==> src/rtl/hazard_ctrl_if.sv <==
// hazard_ctrl_if
//   Bundles the pipeline-control signals exchanged between the 5-stage core
//   datapath and the hazard controller.
//
//   Datapath -> controller (driven by the master):
//     id_rs, id_rt, id_uses_rs, id_uses_rt : register reads of the ID instruction
//     id_ex_mem_read, id_ex_rt             : load currently in EX and its target
//     id_jump                              : j/jal/jr sitting in ID
//     ex_branch_taken                      : branch in EX resolved taken
//     id_md_start, id_md_use               : mul/div issue and HI/LO consumers
//   Controller -> datapath (driven by the slave):
//     pc_write, if_id_write, if_id_flush, id_ex_flush : pipeline register control
//     md_busy                                         : mul/div unit occupied
//     stall_cycles, flush_cycles                      : performance counters
//
//   Handshake: there is no valid/ready pair here. Every control output is a
//   same-cycle decision that the datapath applies on the next rising clock
//   edge; inputs must be stable before that edge.
interface hazard_ctrl_if;
    logic [4:0]  id_rs;
    logic [4:0]  id_rt;
    logic        id_uses_rs;
    logic        id_uses_rt;
    logic        id_ex_mem_read;
    logic [4:0]  id_ex_rt;
    logic        id_jump;
    logic        ex_branch_taken;
    logic        id_md_start;
    logic        id_md_use;
    logic        pc_write;
    logic        if_id_write;
    logic        if_id_flush;
    logic        id_ex_flush;
    logic        md_busy;
    logic [31:0] stall_cycles;
    logic [31:0] flush_cycles;

    modport master (
        output id_rs, id_rt, id_uses_rs, id_uses_rt, id_ex_mem_read, id_ex_rt,
               id_jump, ex_branch_taken, id_md_start, id_md_use,
        input  pc_write, if_id_write, if_id_flush, id_ex_flush, md_busy,
               stall_cycles, flush_cycles
    );

    modport slave (
        input  id_rs, id_rt, id_uses_rs, id_uses_rt, id_ex_mem_read, id_ex_rt,
               id_jump, ex_branch_taken, id_md_start, id_md_use,
        output pc_write, if_id_write, if_id_flush, id_ex_flush, md_busy,
               stall_cycles, flush_cycles
    );
endinterface

==> src/rtl/hazard_ctrl.sv <==
// hazard_ctrl
//   Central sequencing controller for the 5-stage MIPS pipeline. Holds fetch
//   during post-reset warm-up, inserts load-use bubbles, flushes on taken
//   branches and jumps, and interlocks HI/LO consumers against the multi-cycle
//   mul/div unit.
//
//   Ports:
//     clk       : clock
//     reset     : asynchronous, active-high reset
//     hz        : hazard_ctrl_if.slave, all pipeline control signals
//     dbg_state : current FSM state (0=INIT, 1=RUN, 2=MD_BUSY)
//
//   Parameters:
//     INIT_CYCLES : warm-up cycles after reset (1..15)
//     MD_LATENCY  : mul/div occupancy in cycles after issue (2..255)
//
//   Build option: define HAZARD_PERF_EN to build the stall/flush performance
//   counters; otherwise stall_cycles/flush_cycles read as 0 with no flops.
module hazard_ctrl #(
    parameter int INIT_CYCLES = 2,
    parameter int MD_LATENCY  = 32
) (
    input  logic             clk,
    input  logic             reset,
    hazard_ctrl_if.slave     hz,
    output logic [1:0]       dbg_state
);

    typedef enum logic [1:0] {
        ST_INIT    = 2'd0,
        ST_RUN     = 2'd1,
        ST_MD_BUSY = 2'd2
    } state_e;

    localparam logic [7:0] INIT_CNT = 8'(INIT_CYCLES - 1);
    localparam logic [7:0] MD_CNT   = 8'(MD_LATENCY - 1);

    state_e     state_q, state_d;
    logic [7:0] cnt_q, cnt_d;

    logic load_hz;
    logic md_hz;
    logic stall;
    logic md_issue;
    logic pc_write;
    logic if_id_write;
    logic if_id_flush;
    logic id_ex_flush;

    // Load-use: register 0 never carries a real dependency.
    assign load_hz = hz.id_ex_mem_read && (hz.id_ex_rt != 5'd0) &&
                     ((hz.id_uses_rs && (hz.id_rs == hz.id_ex_rt)) ||
                      (hz.id_uses_rt && (hz.id_rt == hz.id_ex_rt)));
    assign md_hz    = (state_q == ST_MD_BUSY) && hz.id_md_use;
    assign stall    = load_hz || md_hz;
    // A stalled or flushed mul/div never reaches the unit.
    assign md_issue = hz.id_md_start && !stall && !hz.ex_branch_taken;

    always_comb begin
        state_d     = state_q;
        cnt_d       = cnt_q;
        pc_write    = 1'b1;
        if_id_write = 1'b1;
        if_id_flush = 1'b0;
        id_ex_flush = 1'b0;

        if (state_q == ST_INIT) begin
            pc_write    = 1'b0;
            if_id_write = 1'b0;
            if_id_flush = 1'b1;
            id_ex_flush = 1'b1;
            cnt_d       = cnt_q - 8'd1;
            if (cnt_q == 8'd0) begin
                state_d = ST_RUN;
                cnt_d   = 8'd0;
            end
        end else begin
            if (hz.ex_branch_taken) begin
                if_id_flush = 1'b1;
                id_ex_flush = 1'b1;
            end else if (stall) begin
                pc_write    = 1'b0;
                if_id_write = 1'b0;
                id_ex_flush = 1'b1;
            end else if (hz.id_jump) begin
                if_id_flush = 1'b1;
            end

            if (state_q == ST_RUN) begin
                if (md_issue) begin
                    state_d = ST_MD_BUSY;
                    cnt_d   = MD_CNT;
                end
            end else begin
                // An in-flight mul/div keeps counting even across a branch flush.
                cnt_d = cnt_q - 8'd1;
                if (cnt_q == 8'd0) begin
                    state_d = ST_RUN;
                    cnt_d   = 8'd0;
                end
            end
        end
    end

    always_ff @(posedge clk or posedge reset) begin
        if (reset) begin
            state_q <= ST_INIT;
            cnt_q   <= INIT_CNT;
        end else begin
            state_q <= state_d;
            cnt_q   <= cnt_d;
        end
    end

    assign hz.pc_write    = pc_write;
    assign hz.if_id_write = if_id_write;
    assign hz.if_id_flush = if_id_flush;
    assign hz.id_ex_flush = id_ex_flush;
    assign hz.md_busy     = (state_q == ST_MD_BUSY);
    assign dbg_state      = state_q;

`ifdef HAZARD_PERF_EN
    logic [31:0] stall_cnt_q, stall_cnt_d;
    logic [31:0] flush_cnt_q, flush_cnt_d;

    // Counters saturate rather than wrap so a long run never reads as small.
    always_comb begin
        stall_cnt_d = stall_cnt_q;
        flush_cnt_d = flush_cnt_q;
        if (state_q != ST_INIT) begin
            if (stall && !hz.ex_branch_taken && (stall_cnt_q != 32'hFFFF_FFFF))
                stall_cnt_d = stall_cnt_q + 32'd1;
            if (if_id_flush && (flush_cnt_q != 32'hFFFF_FFFF))
                flush_cnt_d = flush_cnt_q + 32'd1;
        end
    end

    always_ff @(posedge clk or posedge reset) begin
        if (reset) begin
            stall_cnt_q <= 32'd0;
            flush_cnt_q <= 32'd0;
        end else begin
            stall_cnt_q <= stall_cnt_d;
            flush_cnt_q <= flush_cnt_d;
        end
    end

    assign hz.stall_cycles = stall_cnt_q;
    assign hz.flush_cycles = flush_cnt_q;
`else
    assign hz.stall_cycles = 32'd0;
    assign hz.flush_cycles = 32'd0;
`endif

endmodule
==> src/flat_wrapper.sv <==
// flat-port wrapper written by rule: the top's interface ports become plain ports
module hazard_ctrl_flat 
#(
    parameter int INIT_CYCLES = 2,
    parameter int MD_LATENCY  = 32
)
  (clk, reset, dbg_state, hz_id_rs, hz_id_rt, hz_id_uses_rs, hz_id_uses_rt, hz_id_ex_mem_read, hz_id_ex_rt, hz_id_jump, hz_ex_branch_taken, hz_id_md_start, hz_id_md_use, hz_pc_write, hz_if_id_write, hz_if_id_flush, hz_id_ex_flush, hz_md_busy, hz_stall_cycles, hz_flush_cycles);
  hazard_ctrl_if hz_i ();
  input  logic clk;
  input  logic reset;
  output logic [1:0] dbg_state;
  input wire logic [$bits(hz_i.id_rs)-1:0] hz_id_rs;
  input wire logic [$bits(hz_i.id_rt)-1:0] hz_id_rt;
  input wire logic [$bits(hz_i.id_uses_rs)-1:0] hz_id_uses_rs;
  input wire logic [$bits(hz_i.id_uses_rt)-1:0] hz_id_uses_rt;
  input wire logic [$bits(hz_i.id_ex_mem_read)-1:0] hz_id_ex_mem_read;
  input wire logic [$bits(hz_i.id_ex_rt)-1:0] hz_id_ex_rt;
  input wire logic [$bits(hz_i.id_jump)-1:0] hz_id_jump;
  input wire logic [$bits(hz_i.ex_branch_taken)-1:0] hz_ex_branch_taken;
  input wire logic [$bits(hz_i.id_md_start)-1:0] hz_id_md_start;
  input wire logic [$bits(hz_i.id_md_use)-1:0] hz_id_md_use;
  output wire logic [$bits(hz_i.pc_write)-1:0] hz_pc_write;
  output wire logic [$bits(hz_i.if_id_write)-1:0] hz_if_id_write;
  output wire logic [$bits(hz_i.if_id_flush)-1:0] hz_if_id_flush;
  output wire logic [$bits(hz_i.id_ex_flush)-1:0] hz_id_ex_flush;
  output wire logic [$bits(hz_i.md_busy)-1:0] hz_md_busy;
  output wire logic [$bits(hz_i.stall_cycles)-1:0] hz_stall_cycles;
  output wire logic [$bits(hz_i.flush_cycles)-1:0] hz_flush_cycles;
  assign hz_i.id_rs = hz_id_rs;
  assign hz_i.id_rt = hz_id_rt;
  assign hz_i.id_uses_rs = hz_id_uses_rs;
  assign hz_i.id_uses_rt = hz_id_uses_rt;
  assign hz_i.id_ex_mem_read = hz_id_ex_mem_read;
  assign hz_i.id_ex_rt = hz_id_ex_rt;
  assign hz_i.id_jump = hz_id_jump;
  assign hz_i.ex_branch_taken = hz_ex_branch_taken;
  assign hz_i.id_md_start = hz_id_md_start;
  assign hz_i.id_md_use = hz_id_md_use;
  assign hz_pc_write = hz_i.pc_write;
  assign hz_if_id_write = hz_i.if_id_write;
  assign hz_if_id_flush = hz_i.if_id_flush;
  assign hz_id_ex_flush = hz_i.id_ex_flush;
  assign hz_md_busy = hz_i.md_busy;
  assign hz_stall_cycles = hz_i.stall_cycles;
  assign hz_flush_cycles = hz_i.flush_cycles;
  hazard_ctrl #(.INIT_CYCLES(INIT_CYCLES), .MD_LATENCY(MD_LATENCY)) u_core (.clk(clk), .reset(reset), .hz(hz_i), .dbg_state(dbg_state));
endmodule
==> config.mk <==
export PLATFORM = sky130hd
export DESIGN_NAME = hazard_ctrl_flat
export DESIGN_NICKNAME = d
export VERILOG_FILES = /design/src/rtl/hazard_ctrl_if.sv /design/src/rtl/hazard_ctrl.sv /design/src/flat_wrapper.sv
export SDC_FILE = /design/constraint.sdc
export NUM_CORES = 1
export LEC_CHECK = 0
export ABC_CLOCK_PERIOD_IN_PS = 2300
export BUFFER_PORTS_ARGS = -buffer_cell sky130_fd_sc_hd__buf_2
export CELL_PAD_IN_SITES_DETAIL_PLACEMENT = 0
export CELL_PAD_IN_SITES_GLOBAL_PLACEMENT = 2
export CORE_MARGIN = 1.5
export CORE_UTILIZATION = 20
export CTS_CLUSTER_DIAMETER = 150
export CTS_CLUSTER_SIZE = 30
export DETAILED_ROUTE_END_ITERATION = 8
export PLACE_DENSITY_LB_ADDON = 0.1
export SLEW_MARGIN = 20
export SYNTH_ARGS = -nofsm -noshare
export SYNTH_HDL_FRONTEND = slang
export SYNTH_SLANG_ARGS = --single-unit
==> constraint.sdc <==
create_clock -name clk -period 2.3 [get_ports clk]
set_input_delay 0.115 -clock clk [delete_from_list [all_inputs] [get_ports clk]]
set_output_delay 0.115 -clock clk [all_outputs]
set_load 0.01 [all_outputs]
==> results_dict.tcl <==
set metrics [dict create \
    grt_pass1_wl_um 3970 \
    total_power_uw 1110 \
    core-area_um2 5990 \
    synth_edf_count 0 \
    cpLargestDelayFamily "compound AO/OA/AOI/OAI gates" \
    finalHoldViolations 0 \
    grt_start_max_net_pins 11 \
    ant_nets 0 \
    hold_path_class "in2reg" \
    grt_util_all_layers_pct 7.87 \
    async_flop_share_pct 100 \
    final.fill_count 685 \
    io_buffers 30 \
    finalNonFillerCells 263 \
    grt-ovfl-total 0 \
    synth_ff_type "dfrtp_1" \
    antenna_cells 0 \
    antenna_found_initial 0 \
    via_count 953 \
    crit_path_max_fanout 6 \
    design.die.area_um2 6740 \
    first_pass_iters 6 \
    seq_area_frac_synth_pct 20.1 \
    synth.distinct_cells 40 \
    wl_per_cell_um 10.6 \
    place_inst 258 \
    p_leak_uw 0.000657 \
    cts_tree "yes" \
    synth_top_area_share_pct 39.0 \
    r2r-start "u_core.cnt_q[1]" \
    hold-worst-slack_ps 290 \
    hpwl_um 2340 \
    synth_area_um2 1250 \
    path_cells "inv_1 > ha_1 > or3b_2 > o21ai_2 > o21ai_1 > a211o_1" \
    gp_congestion 0.746 \
    worstMarginPinSlew_ps 651 \
    cp-start-kind "register" \
    clk_pin_slew_ps 60 \
    insertion_delay_ps 240 \
    critPathKind "reg2reg" \
    rsz0062_at_grt "no" \
    yosys_warnings 0 \
    fin_crit_ps 1970 \
    cts_sinks 10 \
    use_met2_pct 13.9 \
    cts_buffers 3 \
    slowest_delay_ps 490 \
    maxCapViolCount 0 \
    drc_errors 0 \
    cp.arrival_ps 2090 \
    r2r_end "u_core.cnt_q[3]" \
    relSlewSlack_pct 56.2 \
    cts-root-buf "clkbuf_8" \
    fin_area_um2 1310 \
    setup_violations 0 \
    drive_gt1_share_pct 22.9 \
    min_path_cells 4 \
    met1_usage_pct 9.49 \
    syn_area_per_cell_um2 8.12 \
    max_freq_mhz 508 \
    placed_cell_area_um2 1250 \
    crit_required_ps 2420 \
    routed_wl_um 2790 \
    layout.nets 215 \
    cts_buffer_depth 2 \
    viasPerCell 3.62 \
    setup_tns_ps 0 \
    rrSetupSlack_ps 330 \
    gr-max-usage-layer "met2" \
    initial_core_util_pct 20.9 \
    outcome "completed" \
    min_from "hz_ex_branch_taken" \
    worst-path-buf-inv 1 \
    cp_slowest_cell "or3b_2" \
    reg2regPathDepth 6 \
    drt_first_iter_violations 29 \
    synth_top_area_cell "buf_4" \
    drv_slew 0 \
    end_kind "register" \
    vdd_drop_max_v 0.000235 \
    cts_setup_buffers 0 \
    min_period_over_period_pct 85.7 \
    grt_pass1_vias 805 \
    synthTopCellsByArea "buf_4, dfrtp_1, xnor2_1" \
    grt_use_met3_pct 0.989 \
    clock_skew_ps 7.90 \
    synth_cells 154 \
    syn_to_final_growth_pct 4.40 \
    pin_count 95 \
    synth-seq-cells 10 \
    rows 28 \
    powerDensity_nw_per_um2 848 \
    min_to "u_core.cnt_q[4]" \
    die_h_um 82.1 \
    die_w_um 82.1 \
    htree_levels 1 \
]
==> what timing repair did <==
| item | CTS | global route |
|---|---|---|
| hold buffers | 1 | 0 |
| hold endpoints to repair | 9 | 0 |
| gates resized for setup | 0 | 0 |
==> layout by cell type (no fill, tap or decap), drive strengths merged, types with 4 or more instances in the layout <==
cell type  count
conb          64
buf           31
inv            6
o21ai          7
nor2           4
a21oi          6
nand2          6
xnor2         10
dfrtp          9
clkbuf         4
==> layer usage <==
layer / share of wire [%] / wire, um
met4: 1.3 / 35
met3: 6.1 / 171
met2: 51 / 1420
met1: 42 / 1160
met5: 0 / 0
==> Yosys cell counts, types with 2 or more instances <==
cell type	number
o21ai_0	5
o22ai_1	2
nand3_1	2
nor2b_1	2
a31oi_1	3
a21oi_1	6
nor2_1	4
o21a_1	2
xnor2_1	10
nand4_1	2
ha_1	2
a211o_2	2
buf_4	65
dfrtp_1	9
inv_1	6
nand2_1	6
nor3_1	3
==> final cells by class <==
type	instances	area (um^2)	area share (%)
Tap cell	75	93.8	7.18
Clock buffer	4	45.0	3.45
Multi-Input combinational cell	136	726	55.6
Inverter	6	22.5	1.72
Sequential cell	10	251	19.3
Timing Repair Buffer	32	168	12.8
==> sequential cells by signal (all words and copies together), names as in the netlist <==
register and count:
u_core.cnt_q 8, u_core.dbg_state 2
==> worst max-delay path by stage <==
| stage | startpoint | to | slack [ps] | depth (start not counted) |
|---|---|---|---|---|
| 6_report | u_core.cnt_q[1] | u_core.cnt_q[3] | 330 | 6 |
| 5_1_grt | u_core.cnt_q[1] | u_core.cnt_q[5] | 210 | 7 |
| 4_1_cts | u_core.cnt_q[1] | u_core.cnt_q[2] | 340 | 7 |
| 3_5_place_dp | u_core.cnt_q[1] | u_core.cnt_q[2] | 350 | 7 |
| 3_3_place_gp | u_core.cnt_q[1] | u_core.cnt_q[2] | 390 | 7 |
| 2_1_floorplan | u_core.cnt_q[1] | u_core.cnt_q[2] | 510 | 7 |
==> tightest hold or removal path, cell delays in order <==
cell and delay (ps):
buf_2 110, nor2b_1 80, nand2_1 100, o21ai_0 80
==> metrics by stage <==
step,utilization (%),worst slack (ps)
2_1_floorplan,-,515
3_3_place_gp,20.9,391
3_5_place_dp,20.9,352
4_1_cts,21.8,337
5_1_grt,21.8,207
6_report,21.8,330
==> power breakdown <==
part | switching, uW | internal, uW | total, uW
clock | 74.2 | 122 | 196
sequential | 119 | 268 | 387
combinational | 293 | 232 | 525
total | 486 | 622 | 1110
==> cells by family (layout without fill, tap and decap cells) <==
kind of cell | count (synthesis) | in the layout | synth area share, %
adders and majority gates | 2 | 2 | 2.00
AOI/OAI and AO/OA | 30 | 30 | 16.1
other | 1 | 64 | 0.300
and+or+nand+nor | 30 | 30 | 13.7
DFF | 10 | 10 | 20.1
buffers and inverters | 71 | 42 | 40.8
xor gates and xnor gates | 10 | 10 | 7.00
Power figures use the tool's default switching activity.
